`config.mk`:
```
export PLATFORM = sky130hd
export DESIGN_NAME = imembus_wbc_pipe_flat
export DESIGN_NICKNAME = d
export VERILOG_FILES = /design/src/rtl/imembus_wbc_pipe_if.sv /design/src/rtl/imembus_wbc_pipe.sv /design/src/flat_wrapper.sv
export SDC_FILE = /design/constraint.sdc
export NUM_CORES = 1
export LEC_CHECK = 0
export ABC_CLOCK_PERIOD_IN_PS = 12450
export BUFFER_PORTS_ARGS = -buffer_cell sky130_fd_sc_hd__buf_2
export CAP_MARGIN = 0
export CORE_MARGIN = 3
export CORE_UTILIZATION = 35
export CTS_CLUSTER_DIAMETER = 30
export DETAILED_ROUTE_END_ITERATION = 7
export HOLD_SLACK_MARGIN = 0.1
export SKIP_CTS_REPAIR_TIMING = 1
export SLEW_MARGIN = 20
export SYNTH_ARGS = -nofsm -noshare
export SYNTH_HDL_FRONTEND = slang
export SYNTH_SLANG_ARGS = --single-unit
```
`constraint.sdc`:
```
create_clock -name i_clk -period 12.45 [get_ports i_clk]
set_input_delay 1.8675 -clock i_clk [delete_from_list [all_inputs] [get_ports i_clk]]
set_output_delay 1.8675 -clock i_clk [all_outputs]
set_load 0.02 [all_outputs]
```
`src/rtl/imembus_wbc_pipe_if.sv`:
```
// Classic Wishbone bus bundle shared by the instruction-fetch controller and its slaves.
interface Wishbone #(
    parameter int ADDR_W = 32
);
    logic [ADDR_W-1:0] addr;
    logic [31:0]       data_rd;
    logic [31:0]       data_wr;
    logic [3:0]        sel;
    logic              we;
    logic              cyc;
    logic              stb;
    logic              ack;
    logic              err;

    modport Controller (
        output addr, data_wr, sel, we, cyc, stb,
        input  data_rd, ack, err
    );

    modport Peripheral (
        input  addr, data_wr, sel, we, cyc, stb,
        output data_rd, ack, err
    );
endinterface

```
`src/rtl/imembus_wbc_pipe.sv`:
```
// Instruction-fetch Wishbone controller with an in-order request queue and back-to-back reads.
// Flush/discard support is compiled in only when IMEMBUS_FLUSH_EN is defined.
module imembus_wbc_pipe #(
    parameter int ADDR_W = 32,
    parameter int DEPTH  = 2
) (
    input  logic              i_clk,
    input  logic              i_rst_n,
    Wishbone.Controller       wb,
    input  logic [ADDR_W-1:0] i_addr,
    input  logic              i_re,
    output logic              o_ready,
    output logic [31:0]       o_data,
    output logic [ADDR_W-1:0] o_read_addr,
    output logic              o_valid,
    output logic              o_error,
    output logic              o_unaligned,
    input  logic              i_flush,
    output logic              o_busy
);
    localparam int PTR_W = (DEPTH > 1) ? $clog2(DEPTH) : 1;
    localparam int CNT_W = $clog2(DEPTH + 1);
    localparam logic [CNT_W-1:0] DEPTH_C  = CNT_W'(DEPTH);
    localparam logic [PTR_W-1:0] PTR_LAST = PTR_W'(DEPTH - 1);

    typedef enum logic {ST_IDLE, ST_BUS} state_t;

    state_t            state_reg, state_next;
    logic [CNT_W-1:0]  count_reg, count_next;
    logic [PTR_W-1:0]  rd_ptr_reg, wr_ptr_reg;
    logic [ADDR_W-1:0] addr_reg;
    logic [31:0]       data_reg;
    logic [ADDR_W-1:0] read_addr_reg;
    logic              valid_reg, error_reg, unaligned_reg;
    logic [ADDR_W-1:0] queue_mem [DEPTH];

    logic flush;
    logic discard_reg;
    logic stb;
    logic bus_done;
    logic accept, reject, pop, resp;

    function automatic logic [PTR_W-1:0] ptr_inc(input logic [PTR_W-1:0] p);
        return (p == PTR_LAST) ? '0 : p + 1'b1;
    endfunction

`ifdef IMEMBUS_FLUSH_EN
    logic discard_next;

    assign flush = i_flush;

    // A flushed cycle still has to finish on the bus; remember to swallow its response.
    always_comb begin
        discard_next = discard_reg;
        if (stb && bus_done)
            discard_next = 1'b0;
        else if (stb && flush)
            discard_next = 1'b1;
    end

    always_ff @(posedge i_clk or negedge i_rst_n) begin
        if (!i_rst_n)
            discard_reg <= 1'b0;
        else
            discard_reg <= discard_next;
    end
`else
    logic flush_unused;

    assign flush        = 1'b0;
    assign discard_reg  = 1'b0;
    assign flush_unused = i_flush;
`endif

    assign stb      = (state_reg == ST_BUS);
    assign bus_done = wb.ack | wb.err;

    assign o_ready = (count_reg < DEPTH_C);
    assign o_busy  = (count_reg != '0) || stb;
    assign accept  = i_re && o_ready && (i_addr[1:0] == 2'b00) && !flush;
    assign reject  = i_re && o_ready && (i_addr[1:0] != 2'b00) && !flush;

    always_comb begin
        state_next = state_reg;
        pop        = 1'b0;
        resp       = 1'b0;
        case (state_reg)
            ST_IDLE: begin
                if (count_reg != '0 && !flush) begin
                    pop        = 1'b1;
                    state_next = ST_BUS;
                end
            end
            ST_BUS: begin
                if (bus_done) begin
                    resp = !discard_reg && !flush;
                    // Keep stb asserted across responses while work is queued.
                    if (count_reg != '0 && !flush)
                        pop = 1'b1;
                    else
                        state_next = ST_IDLE;
                end
            end
            default: state_next = ST_IDLE;
        endcase
    end

    always_comb begin
        count_next = count_reg;
        if (flush)
            count_next = '0;
        else if (accept && !pop)
            count_next = count_reg + 1'b1;
        else if (!accept && pop)
            count_next = count_reg - 1'b1;
    end

    always_ff @(posedge i_clk) begin
        if (accept)
            queue_mem[wr_ptr_reg] <= i_addr;
    end

    always_ff @(posedge i_clk or negedge i_rst_n) begin
        if (!i_rst_n) begin
            state_reg     <= ST_IDLE;
            count_reg     <= '0;
            rd_ptr_reg    <= '0;
            wr_ptr_reg    <= '0;
            addr_reg      <= '0;
            data_reg      <= '0;
            read_addr_reg <= '0;
            valid_reg     <= 1'b0;
            error_reg     <= 1'b0;
            unaligned_reg <= 1'b0;
        end else begin
            state_reg <= state_next;
            count_reg <= count_next;
            if (flush) begin
                rd_ptr_reg <= '0;
                wr_ptr_reg <= '0;
            end else begin
                if (accept)
                    wr_ptr_reg <= ptr_inc(wr_ptr_reg);
                if (pop)
                    rd_ptr_reg <= ptr_inc(rd_ptr_reg);
            end
            if (pop)
                addr_reg <= queue_mem[rd_ptr_reg];
            valid_reg     <= resp;
            error_reg     <= resp && wb.err;
            unaligned_reg <= reject;
            if (resp) begin
                data_reg      <= wb.data_rd;
                read_addr_reg <= addr_reg;
            end
        end
    end

    assign wb.addr    = addr_reg;
    assign wb.stb     = stb;
    assign wb.cyc     = stb;
    assign wb.we      = 1'b0;
    assign wb.sel     = 4'b1111;
    assign wb.data_wr = '0;

    assign o_data      = data_reg;
    assign o_read_addr = read_addr_reg;
    assign o_valid     = valid_reg;
    assign o_error     = error_reg;
    assign o_unaligned = unaligned_reg;
endmodule

```
`src/flat_wrapper.sv`:
```
// flat-port wrapper written by rule: the top's interface ports become plain ports
module imembus_wbc_pipe_flat 
#(
    parameter int ADDR_W = 32,
    parameter int DEPTH  = 2
)
  (i_clk, i_rst_n, i_addr, i_re, o_ready, o_data, o_read_addr, o_valid, o_error, o_unaligned, i_flush, o_busy, wb_addr, wb_data_wr, wb_sel, wb_we, wb_cyc, wb_stb, wb_data_rd, wb_ack, wb_err);
  Wishbone #(.ADDR_W(ADDR_W)) wb_i ();
  input  logic i_clk;
  input  logic i_rst_n;
  input  logic [ADDR_W-1:0] i_addr;
  input  logic i_re;
  output logic o_ready;
  output logic [31:0] o_data;
  output logic [ADDR_W-1:0] o_read_addr;
  output logic o_valid;
  output logic o_error;
  output logic o_unaligned;
  input  logic i_flush;
  output logic o_busy;
  output wire logic [$bits(wb_i.addr)-1:0] wb_addr;
  output wire logic [$bits(wb_i.data_wr)-1:0] wb_data_wr;
  output wire logic [$bits(wb_i.sel)-1:0] wb_sel;
  output wire logic [$bits(wb_i.we)-1:0] wb_we;
  output wire logic [$bits(wb_i.cyc)-1:0] wb_cyc;
  output wire logic [$bits(wb_i.stb)-1:0] wb_stb;
  input wire logic [$bits(wb_i.data_rd)-1:0] wb_data_rd;
  input wire logic [$bits(wb_i.ack)-1:0] wb_ack;
  input wire logic [$bits(wb_i.err)-1:0] wb_err;
  assign wb_addr = wb_i.addr;
  assign wb_data_wr = wb_i.data_wr;
  assign wb_sel = wb_i.sel;
  assign wb_we = wb_i.we;
  assign wb_cyc = wb_i.cyc;
  assign wb_stb = wb_i.stb;
  assign wb_i.data_rd = wb_data_rd;
  assign wb_i.ack = wb_ack;
  assign wb_i.err = wb_err;
  imembus_wbc_pipe #(.ADDR_W(ADDR_W), .DEPTH(DEPTH)) u_core (.i_clk(i_clk), .i_rst_n(i_rst_n), .wb(wb_i), .i_addr(i_addr), .i_re(i_re), .o_ready(o_ready), .o_data(o_data), .o_read_addr(o_read_addr), .o_valid(o_valid), .o_error(o_error), .o_unaligned(o_unaligned), .i_flush(i_flush), .o_busy(o_busy));
endmodule
```
=== Word-level counts from Yosys, hierarchy flattened ===
Memory sizes are Yosys's and may differ from the RTL's. A register that Yosys moved wholly into a read port is not among the register bits.
Index checks and enable logic that the tools add are counted.

* Bits of input ports: 70
* Memories kept: 1
* RAM bits: 64
* Bits in registers: 72
* Logic and storage cells: 44
* Output and inout bits: 140

{| class="wikitable"
|+ Memory list
! memory !! depth !! width !! rd ports !! clocked after Yosys merged registers in !! wr ports !! line !! RTL
|-
| u_core.queue_mem || 2 || 32 || 1 || 1 || 1 || imembus_wbc_pipe.sv:35 || <nowiki>logic [ADDR_W-1:0] queue_mem [DEPTH];</nowiki>
|}

* Bitwise gates (word level): 2
* Mux-type cells: 13
* $lt $le $gt $ge: 1
* Reduce and logical (&&, ||, !) cells: 14
* $add $sub $neg: 4

{| class="wikitable"
|+ Operator list
! kind !! number
|-
| $mux W1 || 9
|-
| $logic_and A1 B1 Y1 || 6
|-
| $reduce_bool A2 Y1 || 3
|-
| $mux W2 || 2
|-
| $pmux W1 S2 || 2
|-
| $logic_not A1 Y1 || 3
|-
| $add A1 B1 Y1 const B || 2
|-
| $add A2 B1 Y2 const B || 1
|-
| $logic_not A2 Y1 || 1
|-
| $lt A2 B2 Y1 const B || 1
|-
| $sub A2 B1 Y2 const B || 1
|-
| $logic_or A1 B1 Y1 || 1
|-
| $not A1 Y1 || 1
|-
| $or A1 B1 Y1 || 1
|}

=== Logic depth before layout (Yosys ltp) ===
Gate-level depths: netlist of run 1.

* Depth in word-level cells: 7
* Mapped depth: 8
* Depth with buffers taken out: 7

=== Worst setup path before layout of run 1 ===
Ideal clock, no wire load.

* Path kind: input-to-reg
* Start point: input i_addr[0]
* End point: memory u_core.queue_mem[0][0] (enable)
* Library setup time: 0.505 ns
* Required time: 11.945 ns
* Cell stages on the path: 1
* Path slack: 6.864 ns
* Arrival time: 5.081 ns
* Path buffers: 0
* Cell sequence: nor4_1

* Cells in the longest elaborated chain, start to end: 4

{| class="wikitable"
|+ Ends and longest elaborated chain
! item !! line !! RTL
|-
| from (decl) || flat_wrapper.sv:11 || <nowiki>input logic [ADDR_W-1:0] i_addr;</nowiki>
|-
| $logic_not A2 Y1 || imembus_wbc_pipe.sv:80 || <nowiki>assign accept = i_re && o_ready && (i_addr[1:0] == 2'b00) && !flush;</nowiki>
|-
| $logic_and A1 B1 Y1 || imembus_wbc_pipe.sv:80 ||
|-
| $mux W1 || imembus_wbc_pipe.sv:119 || <nowiki>if (accept)</nowiki>
|-
| $mux W1 (implied by the code) || imembus_wbc_pipe.sv:120 || <nowiki>queue_mem[wr_ptr_reg] <= i_addr;</nowiki>
|-
| to (decl) || imembus_wbc_pipe.sv:35 ||
|}

No other way between the ends.

=== Final worst setup path of run 1 ===
* Start point: input wb_err
* End point: register u_core.data_reg[19] (netlist: u_core.o_data[19])

* Cells in the longest elaborated chain, start to end: 3

{| class="wikitable"
|+ Ends and longest elaborated chain
! item !! line !! RTL
|-
| from (decl) || flat_wrapper.sv:29 || <nowiki>input wire logic [$bits(wb_i.err)-1:0] wb_err;</nowiki>
|-
| $or A1 B1 Y1 || imembus_wbc_pipe.sv:76 || <nowiki>assign bus_done = wb.ack | wb.err;</nowiki>
|-
| $mux W1 || imembus_wbc_pipe.sv:95 || <nowiki>if (bus_done) begin</nowiki>
|-
| $mux W1 || imembus_wbc_pipe.sv:87 || <nowiki>case (state_reg)</nowiki>
|-
| to (signal assigned) || imembus_wbc_pipe.sv:153 || <nowiki>data_reg <= wb.data_rd;</nowiki>
|-
| to (decl) || imembus_wbc_pipe.sv:32 || <nowiki>logic [31:0] data_reg;</nowiki>
|}

No other way between the ends.
A chain may end at the register's enable or synchronous reset.

==> tab_implementation.tex, run 1 <==
\begin{tabular}{lr}
\hline
Metric & Value \\
\hline
\multicolumn{2}{l}{\textbf{STA}} \\
\quad Highest clock frequency the design can meet & 283 MHz \\
\quad Minimum period implied by the final worst setup slack & 3530 ps \\
\quad Worst Clk Skew & 12.4 ps \\
\quad Slew margin rel. & 40.1\% \\
\quad Final-report max-slew violation count & 0 \\
\quad Count of endpoints failing hold in the final timing report & 0 \\
\quad Final Cycle Share & 28.3\% \\
\quad Total Neg Setup Slack & 0 ps \\
\quad RSZ-0062 raised after global routing & no \\
\quad Final-report setup violation count & 0 \\
\quad Slew at the pin closest to its max-slew limit & 898 ps \\
\multicolumn{2}{l}{\textbf{GRT}} \\
\quad Antenna violations before repair & 0 \\
\quad Global-route wire length before repair & 21200 um \\
\quad Largest net degree at the start of global routing & 63 \\
\quad Total congestion overflow & 0 \\
\quad Number of global-route vias before repair & 3813 \\
\quad Global Route Usage Sum & 12.7\% \\
\multicolumn{2}{l}{\textbf{Worst setup path}} \\
\quad Number of cells on the worst reg-to-reg path & 3 \\
\quad Data required time at the worst endpoint & 12740 ps \\
\quad Highest fanout seen on the critical path & 48 \\
\quad Kind of critical path & in2reg \\
\quad CP startpoint & wb\_err \\
\quad Delay contributed by the slowest stage of the critical path & 770 ps \\
\quad Arrival @ worst endpoint & 3820 ps \\
\quad Worst Setup End Kind & flop \\
\quad Launch point of the worst reg-to-reg path & u\_core.wb.cyc \\
\quad Critical-path top delay cell & buf\_4 \\
\quad Cell Chain, Critical Path & buf\_2 > o21ai\_4 > buf\_4 > mux2\_4 \\
\quad Nature of the critical path startpoint & primary input \\
\multicolumn{2}{l}{\textbf{Route}} \\
\quad Number of search-and-repair iterations in the first detailed-routing pass & 5 \\
\quad Drt first-iter violations & 127 \\
\quad Total wire length after detailed routing & 13000 um \\
\quad Count of antenna-violating nets left after detailed routing & 0 \\
\quad Wire length per cell after detailed routing & 15.7 um \\
\quad Via count & 3554 \\
\quad Post-route DRC & 0 \\
\quad Vias per cell & 4.31 \\
\multicolumn{2}{l}{\textbf{Final layout}} \\
\quad Total number of nets in the final design & 623 \\
\quad Post-route design area & 8350 um\^{}2 \\
\quad Number of flip-flops under the largest register name & 64 \\
\quad Register with the highest flop count & u\_core.queue\_mem \\
\quad Layout cells sized above 1 & 60.5\% \\
\quad Area growth from synthesis to final layout & 22.8\% \\
\quad Number of antenna diodes & 0 \\
\quad Filler instances & 1738 \\
\multicolumn{2}{l}{\textbf{Clock network}} \\
\quad Clock buffers created by TritonCTS & 17 \\
\quad Clock slew seen by the registers of the worst setup and hold paths & 60 ps \\
\quad Root buf cell & clkbuf\_16 \\
\quad Clock Latency Late Sink & 420 ps \\
\quad Maximum buffer depth of the clock tree & 2 \\
\quad TritonCTS clock tree & built \\
\quad Clock sink total & 168 \\
\quad H-tree level count & 4 \\
\multicolumn{2}{l}{\textbf{Worst hold path}} \\
\quad Hold Startpoint & u\_core.o\_read\_addr[9] \\
\quad WHS Path Cells & 1 \\
\quad HP Class & reg2reg \\
\multicolumn{2}{l}{\textbf{Die}} \\
\quad Ports placed on the boundary & 210 \\
\quad Row count & 50 \\
\quad Die Width & 145 um \\
\quad Starting Density & 36.0\% \\
\quad Die Span Y & 145 um \\
\quad Overall die area & 21100 um\^{}2 \\
\quad Std-Cell Core Area & 18900 um\^{}2 \\
\multicolumn{2}{l}{\textbf{Power}} \\
\quad Net switching power & 764 uW \\
\quad Pwr dens & 269 nW/um\^{}2 \\
\quad Leakage power of the design & 0.00373 uW \\
\quad Comb pwr share & 36.4\% \\
\quad Design internal power & 1490 uW \\
\quad Worst IR drop on VDD & 0.167 mV \\
\quad Sequential power share & 38.6\% \\
\quad Clock network fraction of total power & 25.1\% \\
\quad Switching share of power & 34.0\% \\
\multicolumn{2}{l}{\textbf{Synthesis}} \\
\quad Sequential fraction of the synthesis area & 66.5\% \\
\quad Flip-flop and latch count after synthesis & 168 \\
\quad Cell count after synthesis & 374 \\
\quad Total standard cell area after synthesis & 6800 um\^{}2 \\
\quad Synth Warn \# & 0 \\
\quad Count of different cell masters after synthesis & 24 \\
\quad Mean area per synthesized cell & 18.2 um\^{}2 \\
\multicolumn{2}{l}{\textbf{Run status}} \\
\quad Status & complete, no violations \\
\multicolumn{2}{l}{\textbf{Place}} \\
\quad Dpl cell area & 7720 um\^{}2 \\
\quad \# port buffers & 171 \\
\quad Half-perimeter wire length after placement & 8530 um \\
\quad Gpl congestion & 0.742 \\
\multicolumn{2}{l}{\textbf{Job}} \\
\quad Count of maximum capacitance violations & 0 \\
\hline
\end{tabular}
cells in the mapped netlist:
cell      instances  area [um^2]
edfxtp_1         64         1920
mux2_2           71          800
and2_1            1         6.26
inv_1             3         11.3
or3_1             1         6.26
nor3_2            1         10.0
nor4_1            1         6.26
ha_1              1         12.5
o21ai_2           1         8.76
nand2_1           2         7.51
buf_2             1         5.00
a21oi_4           1         16.3
dfrtp_1         104         2600
clkbuf_8          2         27.5
nor2_1            5         18.8
conb_1            2         7.51
buf_4            38          285
nand2b_1          1         6.26
xor2_1            3         26.3
buf_6             8         90.1
buf_8             3         45.0
xnor2_1           2         17.5
and2_2            1         7.51
mux2_4           57          856
final timing paths:
kind                       slack, ps                     to
min                              500  u_core.o_read_addr[9]
max                             8920      u_core.o_data[19]
max reg2reg                    10300      u_core.o_data[19]
min reg2reg                      500  u_core.o_read_addr[9]
min in group asynchronous       1440     u_core.wb.addr[27]
max in group asynchronous       9700      u_core.rd_ptr_reg
metrics by stage:
step / std cells / worst slack [ps] / hold WS (ps) / total power [uW] / utilization (%)
3_3_place_gp: 793 / 8500 / 481 / 1690 / 40.8
4_1_cts: 825 / 8860 / 502 / 2290 / 44.2
2_1_floorplan: 409 / 6860 / 457 / 1490 / -
5_1_grt: 825 / 8790 / 513 / 2370 / 44.2
6_report: 825 / 8920 / 499 / 2250 / 44.2
3_5_place_dp: 793 / 8400 / 486 / 1710 / 40.8
area by class of cell:
cell class / count / area [um^2] / area share, %
tap: 260 / 325 / 3.90
clock buffer: 18 / 439 / 5.26
multi-input combinational: 186 / 1960 / 23.5
inverter: 3 / 11.3 / 0.135
clock inverter: 14 / 194 / 2.32
sequential: 168 / 4530 / 54.2
timing repair buffer: 176 / 896 / 10.7
cells by family (layout without fill, tap and decap cells):
group	after synthesis	after routing	share of synthesized area (%)
and+or+nand+nor	13	13	1.01
muxes	128	128	24.3
buffers and inverters	55	211	6.82
xor gates and xnor gates	5	5	0.644
DFF	168	168	66.5
AOI/OAI and AO/OA	2	2	0.368
other	2	37	0.110
adders and majority gates	1	1	0.184
critical path, delay by kind of cell:
kind | cells | cell delay, ps
buf+inv | 2 | 900
compound gates | 1 | 600
mux | 1 | 360
layer usage:
metal / global-route usage (%) / vias to the layer above / wire (um)
li1: - / 1613 / -
met1: 16.0 / 1799 / 5600
met2: 20.9 / 132 / 6550
met3: 4.39 / 10 / 716
met4: 3.70 / 0 / 121
met5: 0 / - / 0
layout by cell type (no fill, tap or decap), drive strengths merged:
cell type  Yosys  layout
buf           50     176
mux2         128     128
dfrtp        104     104
edfxtp        64      64
conb           2      37
clkbuf         2      18
inv            3       6
clkinv         0       6
nor2           5       5
bufinv         0       4
xor2           3       3
and2           2       2
nand2          2       2
xnor2          2       2
nand2b         1       1
nor3           1       1
a21oi          1       1
or3            1       1
o21ai          1       1
nor4           1       1
ha             1       1
clkinvlp       0       1
power by group through the flow:
stage	clock network [uW]	logic, uW	registers (uW)
final	564	818	868
after global routing	604	872	897
after CTS	582	833	875
after detailed placement	0	830	884
after global placement	0	817	875
after floorplan	0	459	1030
(Power assumes the default switching activity.)
==> run 2: changes to the inputs <==
- ABC_CLOCK_PERIOD_IN_PS: 12450 -> 3300
- clock period: 12.45 -> 3.3 ns (I/O delays scaled with it)
==> run 2 against run 1 <==
Sequential cell count is the same; register-to-register slack lost 9000 ps; non-clock buffer count grew 1; critical path depth shrank 1; global-route usage is essentially flat; routed wire length shrank 0.45%; sequential share of layout area shrank 0.065 points; final cell count grew 0.12%; largest cell class unchanged; largest power group unchanged.
==> tab_implementation.tex, run 2 (synthesis results as in run 1) <==
\begin{tabular}{lr}
\hline
Metric & Value \\
\hline
\multicolumn{2}{l}{\textbf{STA}} \\
\quad Worst hold margin & 267 ps (-232 ps) \\
\quad Slew margin rel. & 42.0\% (+1.9 points) \\
\quad Count of endpoints failing hold in the final timing report & 0 (unchanged) \\
\quad Final Cycle Share & 62.0\% \\
\quad Minimum period implied by the final worst setup slack & 2050 ps \\
\quad Total Neg Setup Slack & 0 ps (unchanged) \\
\quad Final-report max-slew violation count & 0 (unchanged) \\
\quad Slew at the pin closest to its max-slew limit & 870 ps (-28.4 ps) \\
\quad RSZ-0062 raised after global routing & no \\
\quad Highest clock frequency the design can meet & 488 MHz \\
\quad Final-report setup violation count & 0 (unchanged) \\
\quad Worst Clk Skew & 10.5 ps (-1.86 ps) \\
\multicolumn{2}{l}{\textbf{Final layout}} \\
\quad Multi-input gate area & 1970 um\^{}2 (+0.45\%) \\
\quad Register with the highest flop count & u\_core.queue\_mem \\
\quad Post-layout instance count excluding filler cells & 826 (+0.12\%) \\
\quad Commonest cells after routing, fill and taps aside & buf\_2, dfrtp\_1, mux2\_2 \\
\quad Number of flip-flops under the largest register name & 64 (unchanged) \\
\quad Layout cells sized above 1 & 60.2\% (-0.28 points) \\
\quad Sequential standard cell area & 4530 um\^{}2 (unchanged) \\
\quad Number of antenna diodes & 0 (unchanged) \\
\quad Post-route design area & 8360 um\^{}2 (+0.12\%) \\
\quad Total number of nets in the final design & 624 (+0.16\%) \\
\quad Filler instances & 1735 (-0.17\%) \\
\quad Most common cell after layout, fill and taps aside & buf\_2 \\
\quad Area growth from synthesis to final layout & 22.9\% \\
\multicolumn{2}{l}{\textbf{Route}} \\
\quad Via count & 3553 (-0.028\%) \\
\quad Drt first-iter violations & 85 (-33\%) \\
\quad Count of antenna-violating nets left after detailed routing & 0 (unchanged) \\
\quad Number of search-and-repair iterations in the first detailed-routing pass & 4 (-1) \\
\quad Wire length per cell after detailed routing & 15.7 um (-0.57\%) \\
\quad Total wire length after detailed routing & 12900 um (-0.45\%) \\
\quad Post-route DRC & 0 (unchanged) \\
\quad Vias per cell & 4.30 (-0.15\%) \\
\multicolumn{2}{l}{\textbf{Place}} \\
\quad Placed Cells incl. Taps & 793 (unchanged) \\
\quad Half-perimeter wire length after placement & 8560 um (+0.29\%) \\
\quad Dpl cell area & 7760 um\^{}2 (+0.60\%) \\
\quad \# port buffers & 171 (unchanged) \\
\quad Gpl congestion & 0.721 (-2.9\%) \\
\multicolumn{2}{l}{\textbf{Clock network}} \\
\quad H-tree level count & 4 (unchanged) \\
\quad Clock slew seen by the registers of the worst setup and hold paths & 70 ps (about the same) \\
\quad Clock buffers created by TritonCTS & 17 (unchanged) \\
\quad Maximum buffer depth of the clock tree & 2 (unchanged) \\
\quad Clock sink total & 168 (unchanged) \\
\quad Clock Latency Late Sink & 410 ps (about the same) \\
\quad Root buf cell & clkbuf\_16 \\
\quad TritonCTS clock tree & built \\
\multicolumn{2}{l}{\textbf{Worst setup path}} \\
\quad Cell family with the largest share of critical-path delay & simple AND/OR/NAND/NOR gates \\
\quad Delay contributed by the slowest stage of the critical path & 770 ps (about the same) \\
\quad Buffers and inverters on the worst path & 0 (-2) \\
\quad Kind of critical path & reg2reg \\
\quad Worst Setup End Kind & flop \\
\quad Critical-path top delay cell & and2\_2 \\
\quad Cell Chain, Critical Path & nand2b\_1 > nor3\_2 > and2\_2 \\
\quad Arrival @ worst endpoint & 2080 ps (-1740 ps) \\
\quad Data required time at the worst endpoint & 3340 ps (-9400 ps) \\
\quad Setup slack on the worst flop-to-flop path & 1250 ps (-9050 ps) \\
\quad Nature of the critical path startpoint & flop \\
\quad Highest fanout seen on the critical path & 32 (-33\%) \\
\multicolumn{2}{l}{\textbf{Worst hold path}} \\
\quad HP Class & in2reg \\
\multicolumn{2}{l}{\textbf{Die}} \\
\quad Row count & 50 (unchanged) \\
\quad Std-Cell Core Area & 18900 um\^{}2 (unchanged) \\
\quad Die Width & 145 um (unchanged) \\
\quad Overall die area & 21100 um\^{}2 (unchanged) \\
\quad Ports placed on the boundary & 210 (unchanged) \\
\quad Die Span Y & 145 um (unchanged) \\
\quad Starting Density & 36.0\% (unchanged) \\
\multicolumn{2}{l}{\textbf{GRT}} \\
\quad Number of global-route vias before repair & 3938 (+3.3\%) \\
\quad Total congestion overflow & 0 (unchanged) \\
\quad Global Route Usage Sum & 12.8\% (+0.048 points) \\
\quad Antenna violations before repair & 1 (+1) \\
\quad Largest net degree at the start of global routing & 64 (+1.6\%) \\
\quad Global-route wire length before repair & 21400 um (+0.85\%) \\
\multicolumn{2}{l}{\textbf{Power}} \\
\quad Pwr dens & 1000 nW/um\^{}2 (+270\%) \\
\quad Leakage power of the design & 0.00373 uW (about the same) \\
\quad Worst IR drop on VDD & 0.450 mV (+170\%) \\
\multicolumn{2}{l}{\textbf{Job}} \\
\quad Count of maximum capacitance violations & 0 (unchanged) \\
\multicolumn{2}{l}{\textbf{Run status}} \\
\quad Status & complete, no violations \\
\hline
\end{tabular}
run 2: area by class of cell:
class,instances,area share [%]
Clock buffer,18,5.13
Clock inverter,14,1.89
Inverter,3,0.135
Multi-Input combinational cell,186,23.5
Sequential cell,168,54.1
Tap cell,260,3.89
Timing Repair Buffer,177,11.3
run 2: worst reg2reg max path, cell delays in order (launching register included):
cell and delay, ps:
dfrtp_1 410, nand2b_1 240, nor3_2 230, and2_2 780
run 2: path summary, 6_finish.rpt:
path	start	endpoint	cells after the start
worst min register to register	u_core.o_read_addr[18]	u_core.o_read_addr[18]	1
min in group asynchronous	i_rst_n	u_core.count_reg[0]	2
worst max register to register	u_core.count_reg[1]	u_core.queue_mem[1][22]	3
worst max-delay path	u_core.count_reg[1]	u_core.queue_mem[1][22]	3
worst min-delay path	i_addr[13]	u_core.queue_mem[1][13]	1
max in group asynchronous	i_rst_n	u_core.wb.addr[8]	3
run 2: through the flow:
step	power, uW	utilization, %	setup slack, ps
floorplan	5630	-	472
global placement	6430	41.1	1110
detailed placement	6500	41.1	1140
CTS	8530	44.2	1230
global route	8860	44.3	1130
finish	8380	44.3	1250
run 2: per-layer routing:
metal / track usage [%] / part of all wire (%) / vias to the layer above
met4: 3.51 / 0.86 / 2
met3: 5.14 / 7.2 / 10
met5: 0 / 0.10 / -
met2: 21.9 / 51 / 132
li1: - / - / 1616
met1: 14.9 / 41 / 1793
run 2: report_power, final:
| part | leakage, uW | internal (uW) | switching [uW] |
|---|---|---|---|
| logic | 0.00165 | 1520 | 1590 |
| clock network | 0.000286 | 1130 | 843 |
| registers | 0.00179 | 2820 | 473 |
